--- config.mk ---
export PLATFORM = sky130hd
export DESIGN_NAME = ant_rt_scheduler_flat
export DESIGN_NICKNAME = d
export VERILOG_FILES = /design/src/rtl/ant_rt_scheduler_if.sv /design/src/rtl/ant_rt_scheduler.sv /design/src/flat_wrapper.sv
export SDC_FILE = /design/constraint.sdc
export NUM_CORES = 1
export LEC_CHECK = 0
export ABC_CLOCK_PERIOD_IN_PS = 4300
export CORE_MARGIN = 10
export CORE_UTILIZATION = 23
export DETAILED_ROUTE_END_ITERATION = 7
export SLEW_MARGIN = 20
export SYNTH_ARGS = -nofsm -noshare
export SYNTH_HDL_FRONTEND = slang
export SYNTH_SLANG_ARGS = --single-unit
--- constraint.sdc ---
create_clock -name clk -period 4.3 [get_ports clk]
set_clock_uncertainty 0.2 [all_clocks]
set_input_delay 0.86 -clock clk [delete_from_list [all_inputs] [get_ports clk]]
set_output_delay 0.86 -clock clk [all_outputs]
set_load 0.01 [all_outputs]
--- src/rtl/ant_rt_scheduler_if.sv ---
// Lane request / table command bundle shared by the ant routing-table scheduler.
// The scheduler sits on the slave modport; lanes and the table sit on the master side.
`ifndef N
`define N 5
`endif
`ifndef NODES
`define NODES 64
`endif

interface ant_rt_scheduler_if #(
  parameter int N      = `N,
  parameter int DEST_W = $clog2(`NODES)
);
  logic [0:N-1]             i_req;
  logic [0:N-1]             i_req_update;
  logic [0:N-1][DEST_W-1:0] i_req_dest;
  logic [0:N-1]             o_ack;
  logic [N-1:0]             o_next_output;
  logic                     o_rt_calculate;
  logic                     o_rt_update;
  logic [DEST_W-1:0]        o_rt_dest;
  logic [0:N-1]             o_rt_parent;
  logic [N-1:0]             i_rt_next_output;
  logic                     o_busy;
  logic                     o_err;

  modport master (
    output i_req, i_req_update, i_req_dest, i_rt_next_output,
    input  o_ack, o_next_output, o_rt_calculate, o_rt_update,
           o_rt_dest, o_rt_parent, o_busy, o_err
  );

  modport slave (
    input  i_req, i_req_update, i_req_dest, i_rt_next_output,
    output o_ack, o_next_output, o_rt_calculate, o_rt_update,
           o_rt_dest, o_rt_parent, o_busy, o_err
  );
endinterface

--- src/rtl/ant_rt_scheduler.sv ---
// Round-robin arbiter serialising lane requests onto the single-ported ant routing table.
// Each grant runs IDLE -> ISSUE (strobe) -> WAIT (capture result), ack on the edge ending WAIT.
`ifndef N
`define N 5
`endif
`ifndef NODES
`define NODES 64
`endif

module ant_rt_scheduler #(
  parameter int N      = `N,
  parameter int DEST_W = $clog2(`NODES)
) (
  input  logic          clk,
  input  logic          reset,
  ant_rt_scheduler_if.slave bus
);

  localparam int IDX_W = (N > 1) ? $clog2(N) : 1;

  typedef enum logic [1:0] {IDLE, ISSUE, WAIT} state_t;

  state_t           state;
  logic [IDX_W-1:0] rr_ptr;
  logic [IDX_W-1:0] win;
  logic             op;
  logic [IDX_W-1:0] pick;
  logic             found;
  logic [IDX_W:0]   cand;

  function automatic logic [0:N-1] lane_onehot(input logic [IDX_W-1:0] idx);
    logic [0:N-1] v;
    v      = '0;
    v[idx] = 1'b1;
    return v;
  endfunction

  function automatic logic is_onehot(input logic [N-1:0] v);
    return (v != '0) && ((v & (v - N'(1))) == '0);
  endfunction

  // First requesting lane at or after rr_ptr, wrapping N-1 -> 0.
  always_comb begin
    pick  = '0;
    found = 1'b0;
    cand  = '0;
    for (int k = 0; k < N; k++) begin
      cand = {1'b0, rr_ptr} + (IDX_W+1)'(k);
      if (cand >= (IDX_W+1)'(N)) cand = cand - (IDX_W+1)'(N);
      if (!found && bus.i_req[cand[IDX_W-1:0]]) begin
        found = 1'b1;
        pick  = cand[IDX_W-1:0];
      end
    end
  end

  always_ff @(posedge clk) begin
    if (reset) begin
      state              <= IDLE;
      rr_ptr             <= '0;
      win                <= '0;
      op                 <= 1'b0;
      bus.o_ack          <= '0;
      bus.o_next_output  <= '0;
      bus.o_rt_calculate <= 1'b0;
      bus.o_rt_update    <= 1'b0;
      bus.o_rt_dest      <= '0;
      bus.o_rt_parent    <= '0;
      bus.o_busy         <= 1'b0;
      bus.o_err          <= 1'b0;
    end else begin
      bus.o_ack          <= '0;
      bus.o_rt_calculate <= 1'b0;
      bus.o_rt_update    <= 1'b0;
      bus.o_rt_dest      <= '0;
      bus.o_rt_parent    <= '0;
      case (state)
        IDLE: begin
          // The command registers double as the latch of the winner's request.
          if (found) begin
            state              <= ISSUE;
            win                <= pick;
            op                 <= bus.i_req_update[pick];
            bus.o_rt_calculate <= ~bus.i_req_update[pick];
            bus.o_rt_update    <= bus.i_req_update[pick];
            bus.o_rt_dest      <= bus.i_req_dest[pick];
            bus.o_rt_parent    <= lane_onehot(pick);
            bus.o_busy         <= 1'b1;
          end
        end
        ISSUE: begin
          state <= WAIT;
        end
        WAIT: begin
          state      <= IDLE;
          bus.o_busy <= 1'b0;
          bus.o_ack  <= lane_onehot(win);
          rr_ptr     <= (win == IDX_W'(N-1)) ? '0 : win + IDX_W'(1);
          if (!op) begin
            bus.o_next_output <= bus.i_rt_next_output;
            if (!is_onehot(bus.i_rt_next_output)) bus.o_err <= 1'b1;
          end
        end
        default: state <= IDLE;
      endcase
    end
  end

endmodule

--- src/flat_wrapper.sv ---
// flat-port wrapper written by rule: the top's interface ports become plain ports
module ant_rt_scheduler_flat 
#(
  parameter int N      = `N,
  parameter int DEST_W = $clog2(`NODES)
)
  (clk, reset, bus_i_req, bus_i_req_update, bus_i_req_dest, bus_i_rt_next_output, bus_o_ack, bus_o_next_output, bus_o_rt_calculate, bus_o_rt_update, bus_o_rt_dest, bus_o_rt_parent, bus_o_busy, bus_o_err);
  ant_rt_scheduler_if #(.N(N), .DEST_W(DEST_W)) bus_i ();
  input  logic clk;
  input  logic reset;
  input wire logic [$bits(bus_i.i_req)-1:0] bus_i_req;
  input wire logic [$bits(bus_i.i_req_update)-1:0] bus_i_req_update;
  input wire logic [$bits(bus_i.i_req_dest)-1:0] bus_i_req_dest;
  input wire logic [$bits(bus_i.i_rt_next_output)-1:0] bus_i_rt_next_output;
  output wire logic [$bits(bus_i.o_ack)-1:0] bus_o_ack;
  output wire logic [$bits(bus_i.o_next_output)-1:0] bus_o_next_output;
  output wire logic [$bits(bus_i.o_rt_calculate)-1:0] bus_o_rt_calculate;
  output wire logic [$bits(bus_i.o_rt_update)-1:0] bus_o_rt_update;
  output wire logic [$bits(bus_i.o_rt_dest)-1:0] bus_o_rt_dest;
  output wire logic [$bits(bus_i.o_rt_parent)-1:0] bus_o_rt_parent;
  output wire logic [$bits(bus_i.o_busy)-1:0] bus_o_busy;
  output wire logic [$bits(bus_i.o_err)-1:0] bus_o_err;
  assign bus_i.i_req = bus_i_req;
  assign bus_i.i_req_update = bus_i_req_update;
  assign bus_i.i_req_dest = bus_i_req_dest;
  assign bus_i.i_rt_next_output = bus_i_rt_next_output;
  assign bus_o_ack = bus_i.o_ack;
  assign bus_o_next_output = bus_i.o_next_output;
  assign bus_o_rt_calculate = bus_i.o_rt_calculate;
  assign bus_o_rt_update = bus_i.o_rt_update;
  assign bus_o_rt_dest = bus_i.o_rt_dest;
  assign bus_o_rt_parent = bus_i.o_rt_parent;
  assign bus_o_busy = bus_i.o_busy;
  assign bus_o_err = bus_i.o_err;
  ant_rt_scheduler #(.N(N), .DEST_W(DEST_W)) u_core (.clk(clk), .reset(reset), .bus(bus_i));
endmodule
=== Yosys cells after proc, flatten, opt, wreduce, memory -nomap -nowiden ===
Index checks and enable logic that the tools add are counted.

* Flip-flop bits (word level): 34
* Bits in latches: 0
* RAM bits: 0
* ROM bits: 0
* Input port bits: 47
* Memories: 0

* Add/subtract/negate cells: 11
* Multipliers: 0
* Div/mod/pow operators: 0
* Magnitude comparators: 14
* Equal/unequal tests: 4
* Shift operators: 0
* Mux-type cells: 45
* Bitwise logic cells: 14
* Reductions and logical operators: 21

{| class="wikitable"
|+ Operators with widths
! operator !! count
|-
| two-way mux 3 bit || 11
|-
| greater-or-equal comparator 4 bit (second input constant) || 7
|-
| NOT 3 -> 4 bit || 7
|-
| two-way mux 1 bit || 20
|-
| binary-select mux 1 bit (select 3 bit) || 6
|-
| binary-select mux 6 bit (select 3 bit) || 1
|-
| greater-or-equal comparator 4 x 3 -> 1 bit (second input constant) || 4
|-
| subtractor 3 bit (second input constant) || 5
|-
| two-way mux 6 bit || 2
|-
| adder 3 x 2 -> 4 bit (second input constant) || 2
|-
| less-than comparator 4 x 1 -> 1 bit (second input constant) || 2
|-
| logical AND 1 bit || 7
|-
| demux 1 bit (select 3 bit) || 2
|-
| NOT 1 bit || 6
|-
| AND reduction 2 bit || 3
|-
| bitwise AND 5 bit || 1
|-
| zero test 5 bit || 1
|-
| nonzero test 5 bit || 1
|-
| subtractor 5 x 1 -> 5 bit (second input constant) || 1
|-
| adder 3 x 1 -> 4 bit (second input constant) || 1
|-
| adder 3 x 3 -> 4 bit (second input constant) || 1
|-
| zero test 1 bit || 4
|-
| one-hot mux 2 bit (2 select lines) || 1
|-
| adder 3 x 1 -> 3 bit (second input constant) || 1
|-
| 12 further kinds || 12
|}

=== Depth between registers and ports, before layout ===
* Word-level depth: 24
* Gate-level depth with buffers: 17

=== Least setup slack after synthesis ===
No wires, ideal clock.

* Path type: register to register
* From: reg u_core.rr_ptr[0]
* To: reg u_core.bus.o_rt_dest[0] (netlist name)
* Setup time: 125 ps
* Arrival time: 3677 ps
* Slack: 298 ps
* Cell stages (with the launch flop): 16
* Clock period less this slack: 4002 ps
* Cells stage by stage: dfxtp_1 -> buf_2 -> inv_1 -> buf_2 -> ha_1 -> inv_1 -> fa_1 -> or3_1 -> and4_1 -> o21a_1 -> or2_2 -> or4_4 -> o21ai_4 -> buf_4 -> mux2i_1 -> o21ai_1

* Cells in the longest elaborated chain, start to end: 23

{| class="wikitable"
|+ RTL lines
! item !! line !! text
|-
| start: declaration || ant_rt_scheduler.sv:24 || <nowiki>logic [IDX_W-1:0] rr_ptr;</nowiki>
|-
| start signal: assignment || ant_rt_scheduler.sv:98 || <nowiki>rr_ptr <= (win == IDX_W'(N-1)) ? '0 : win + IDX_W'(1);</nowiki>
|-
| parallel branches: the longest is 23 deep, another holds adder 3 x 1 -> 4 bit || n/a ||
|-
| end signal: assignment || ant_rt_scheduler.sv:86 || <nowiki>bus.o_rt_dest <= bus.i_req_dest[pick];</nowiki>
|-
| end: declaration || ant_rt_scheduler_if.sv:36 || <nowiki>o_rt_dest, o_rt_parent, o_busy, o_err</nowiki>
|}

Several ways; the timed one is not identified. The select of a mux whose other input is x is not followed.
A chain may end at the register's enable or synchronous reset.

=== Worst setup path in the final report ===
* From: in bus_i_req[3]
* To: reg u_core.bus.o_rt_dest[2] (netlist name)

* Cells in the longest elaborated chain, start to end: 20

{| class="wikitable"
|+ RTL lines
! item !! line !! text
|-
| start: declaration || flat_wrapper.sv:11 || <nowiki>input wire logic [$bits(bus_i.i_req)-1:0] bus_i_req;</nowiki>
|-
| binary-select mux 1 bit (select 3 bit) || ant_rt_scheduler.sv:50 || <nowiki>if (!found && bus.i_req[cand[IDX_W-1:0]]) begin</nowiki>
|-
| two-way mux 1 bit (not written as such) (2 in series) || ant_rt_scheduler.sv:50 ||
|-
| two-way mux 1 bit || ant_rt_scheduler.sv:50 ||
|-
| zero test 1 bit || ant_rt_scheduler.sv:50 ||
|-
| logical AND 1 bit || ant_rt_scheduler.sv:50 ||
|-
| two-way mux 1 bit || ant_rt_scheduler.sv:50 ||
|-
| zero test 1 bit || ant_rt_scheduler.sv:50 ||
|-
| logical AND 1 bit || ant_rt_scheduler.sv:50 ||
|-
| [2 not listed] || n/a ||
|-
| logical AND 1 bit || ant_rt_scheduler.sv:50 ||
|-
| two-way mux 1 bit || ant_rt_scheduler.sv:50 ||
|-
| zero test 1 bit || ant_rt_scheduler.sv:50 ||
|-
| logical AND 1 bit || ant_rt_scheduler.sv:50 ||
|-
| two-way mux 3 bit || ant_rt_scheduler.sv:50 ||
|-
| NOT 3 -> 4 bit (not written as such) || ant_rt_scheduler.sv:86 ||
|-
| binary-select mux 6 bit (select 3 bit) || ant_rt_scheduler.sv:86 ||
|-
| two-way mux 6 bit (not written as such) (2 in series) || ant_rt_scheduler.sv:86 ||
|}

Parallel ways exist; a longest one is shown, timed or not. The select of a mux whose other input is x is not followed.

==> impl_metrics.yaml <==
run_status:
  status: "completed"
finish:
  fin_nets: 449
  mostFrequentLayoutCells: "clkdlybuf4s50_1, dfxtp_1, nor2_1"
  area_growth_pct: 41.1
  final_util_pct: 33.3
  final_area_um2: 3630
  layout-drive-gt1-share_pct: 12.1
  mostFrequentLayoutCell: "clkdlybuf4s50_1"
  n_antenna_cell: 0
synthesis:
  synth_edf_count: 0
  synthArstFlopShare_pct: 0
  yosysWarnings: 0
  synth-xor-area-share_pct: 1.36
  yosys.area_share.simple_pct: 20.8
  synth_adder_area_share_pct: 5.65
  ys_ff_latch: 34
  yosysUniqueCellTypes: 69
  syn_inst: 307
  synth.area.mux_share_pct: 12.6
  synth_top_family_by_area: "compound AO/OA/AOI/OAI gates"
  synth-compound-area-share_pct: 28.2
  yosys_most_used_dff: "dfxtp_1"
  yosysSeqAreaShare_pct: 26.5
  syn_nets: 365
  synthesis.area_um2: 2570
  syn_avg_cell_area_um2: 8.37
global_route:
  grt_max_degree: 27
  grt_usage_pct: 9.50
  grt.overflow.total: 0
  grt_antenna_before_repair: 0
  grt_pass1_wl_um: 12700
  grt_pass1_vias: 2532
sta:
  worst_slew_pin_slew_ps: 539
  hold_viol: 0
  fmaxAchievable_ghz: 0.251
  setup_viol: 0
  maxSlewViolCount: 0
  slew_headroom_pct: 64.0
  grt_setup_unrepaired: "no"
  layout_worst_path_cycle_share_pct: 92.6
  period_minus_slack_ps: 3980
  whs_ps: 274
clocking:
  insertion_delay_ps: 280
  numCtsBuffers: 5
  cts_tree: "yes"
  clkSinkCount: 34
  htreeDepth: 2
  cts_root_buf: "clkbuf_8"
  postCtsHoldBufs: 0
  clockBufferDepth: 2
  clk_pin_slew_ps: 60
floorplanning:
  rows: 38
  initial_core_util_pct: 23.6
  pin_count: 72
  core_um2: 10900
  die-area_um2: 15800
  die_w_um: 126
  dieHeight_um: 126
placement:
  dpl.hpwl_um: 6200
  placed_cell_area_um2: 3490
  io_buffers: 71
  gp_congestion: 0.891
power_and_ir_drop:
  comb_power_share_pct: 62.2
  swShare_pct: 39.3
  p_seq_share_pct: 24.6
  peakVddDrop_mv: 0.238
  power_density_nw_per_um2: 485
  finalPower_mw: 1.76
  cellLeakagePower_nw: 1.39
  p_sw_mw: 0.692
  p_int_mw: 1.07
  pwr-share-clk_pct: 13.1
routing:
  via_per_inst: 4.91
  drc: 0
  drt_pass1_iterations: 4
  via_count: 2603
  wl_per_cell_um: 15.0
  dr.first_iter.drc_count: 207
  route.antenna.remaining_nets: 0
  drt-total-wl_um: 7930
job:
  maxCapViolCount: 0
setup_path:
  r2r_slack_ps: 340
  ff2ff_path_depth: 14
  cp_data_arrival_time_ps: 3950
  worstSetupEndpointType: "flip-flop"
  startpoint_type: "input pin"
  cp_max_fo: 17
  worst-setup-path-type: "in2reg"
  cp.required_ps: 4270
worst_hold_path:
  hold_path_class: "reg2reg"
  min_path_cells: 1
per-layer routing:
| metal | part of all wire, % | global-route usage (%) | vias up |
|---|---|---|---|
| met5 | 0 | 0 | - |
| met2 | 45 | 15.4 | 92 |
| met1 | 47 | 12.0 | 1200 |
| met4 | 0.61 | 2.17 | 0 |
| li1 | - | - | 1306 |
| met3 | 7.6 | 2.89 | 5 |
registers in the layout (all words and copies together) (netlist names):
name,cells
u_core.op,1
u_core.bus.o_next_output,5
u_core.win,3
u_core.bus.o_rt_update,1
u_core.bus.o_rt_dest,6
u_core.bus.o_rt_calculate,1
u_core.bus.o_ack,5
u_core.bus.o_rt_parent,5
u_core.bus.o_err,1
u_core.state,2
u_core.rr_ptr,3
u_core.bus.o_busy,1
kinds of logic after synthesis:
family,count (synthesis)
buffers and inverters,28
AOI/OAI and AO/OA,97
muxes,28
DFF,34
xor gates and xnor gates,4
adders and majority gates,11
and+or+nand+nor,105
stage by stage:
step                      std cells  setup slack [ps]  setup TNS, ps
final                           530               320              0
after global placement          518               116              0
after detailed placement        518             -35.0           -102
after global routing            530              24.8              0
after CTS                       524               188              0
after floorplan                 307               298              0
critical path, cell delays in order:
cell	delay, ps
clkdlybuf4s50_1	570
mux4_2	510
mux2i_1	300
nor2_1	100
nor2b_1	250
o21ai_2	140
or4_4	510
o21ai_4	90
buf_12	170
mux2i_1	200
a2bb2oi_1	160
o21ai_1	80
power by group through the flow:
stage / combinational [mW] / clock (mW) / sequential [mW]
global placement: 0.997 / 0 / 0.440
finish: 1.10 / 0.231 / 0.433
CTS: 1.01 / 0.237 / 0.435
detailed placement: 1.01 / 0 / 0.441
floorplan: 0.652 / 0 / 0.462
global route: 1.20 / 0.248 / 0.444
final cells by class:
type / count / area, um2
clock buffer: 6 / 82.6
fill: 1139 / 7260
inverter: 14 / 52.6
multi-input combinational: 245 / 1760
sequential: 34 / 681
tap: 140 / 175
timing repair buffer: 91 / 873
final timing paths:
kind / to / start
setup / recovery: u_core.bus.o_rt_dest[2]$_SDFF_PP0_ / bus_i_req[3]
hold / removal: u_core.state[1]$_SDFFE_PP0P_ / u_core.state[1]$_SDFFE_PP0P_
setup reg to reg: u_core.bus.o_rt_dest[2]$_SDFF_PP0_ / u_core.rr_ptr[1]$_SDFFE_PP0P_
hold reg to reg: u_core.state[1]$_SDFFE_PP0P_ / u_core.state[1]$_SDFFE_PP0P_
cells in the mapped netlist, drive strengths merged, types with 2 or more instances:
master,n,area [um2]
dfxtp,34,681
nor2,27,101
o21ai,26,149
mux2i,24,240
nand2,24,90.1
nor3,16,80.1
inv,14,52.6
a21oi,13,65.1
buf,10,60.1
ha,10,125
a211oi,7,52.6
a2bb2oi,7,61.3
nor2b,7,46.3
or2,7,46.3
nand2b,5,31.3
o31ai,5,47.5
a21o,4,30.0
a31oi,4,25.0
clkbuf,4,15.0
nand3,4,20.0
a2111oi,3,32.5
a211o,3,26.3
mux4,3,67.6
o32ai,3,26.3
or3,3,18.8
xnor2,3,26.3
and3,2,12.5
nor3b,2,15.0
o211ai,2,15.0
o21a,2,15.0
o22ai,2,12.5
o311ai,2,25.0
or4,2,18.8
repair_timing:
action | in CTS | in global routing
resized for setup | 0 | 1
setup buffers | 0 | 6
endpoints found under the setup margin | 0 | 8
(Power assumes the default switching activity.)
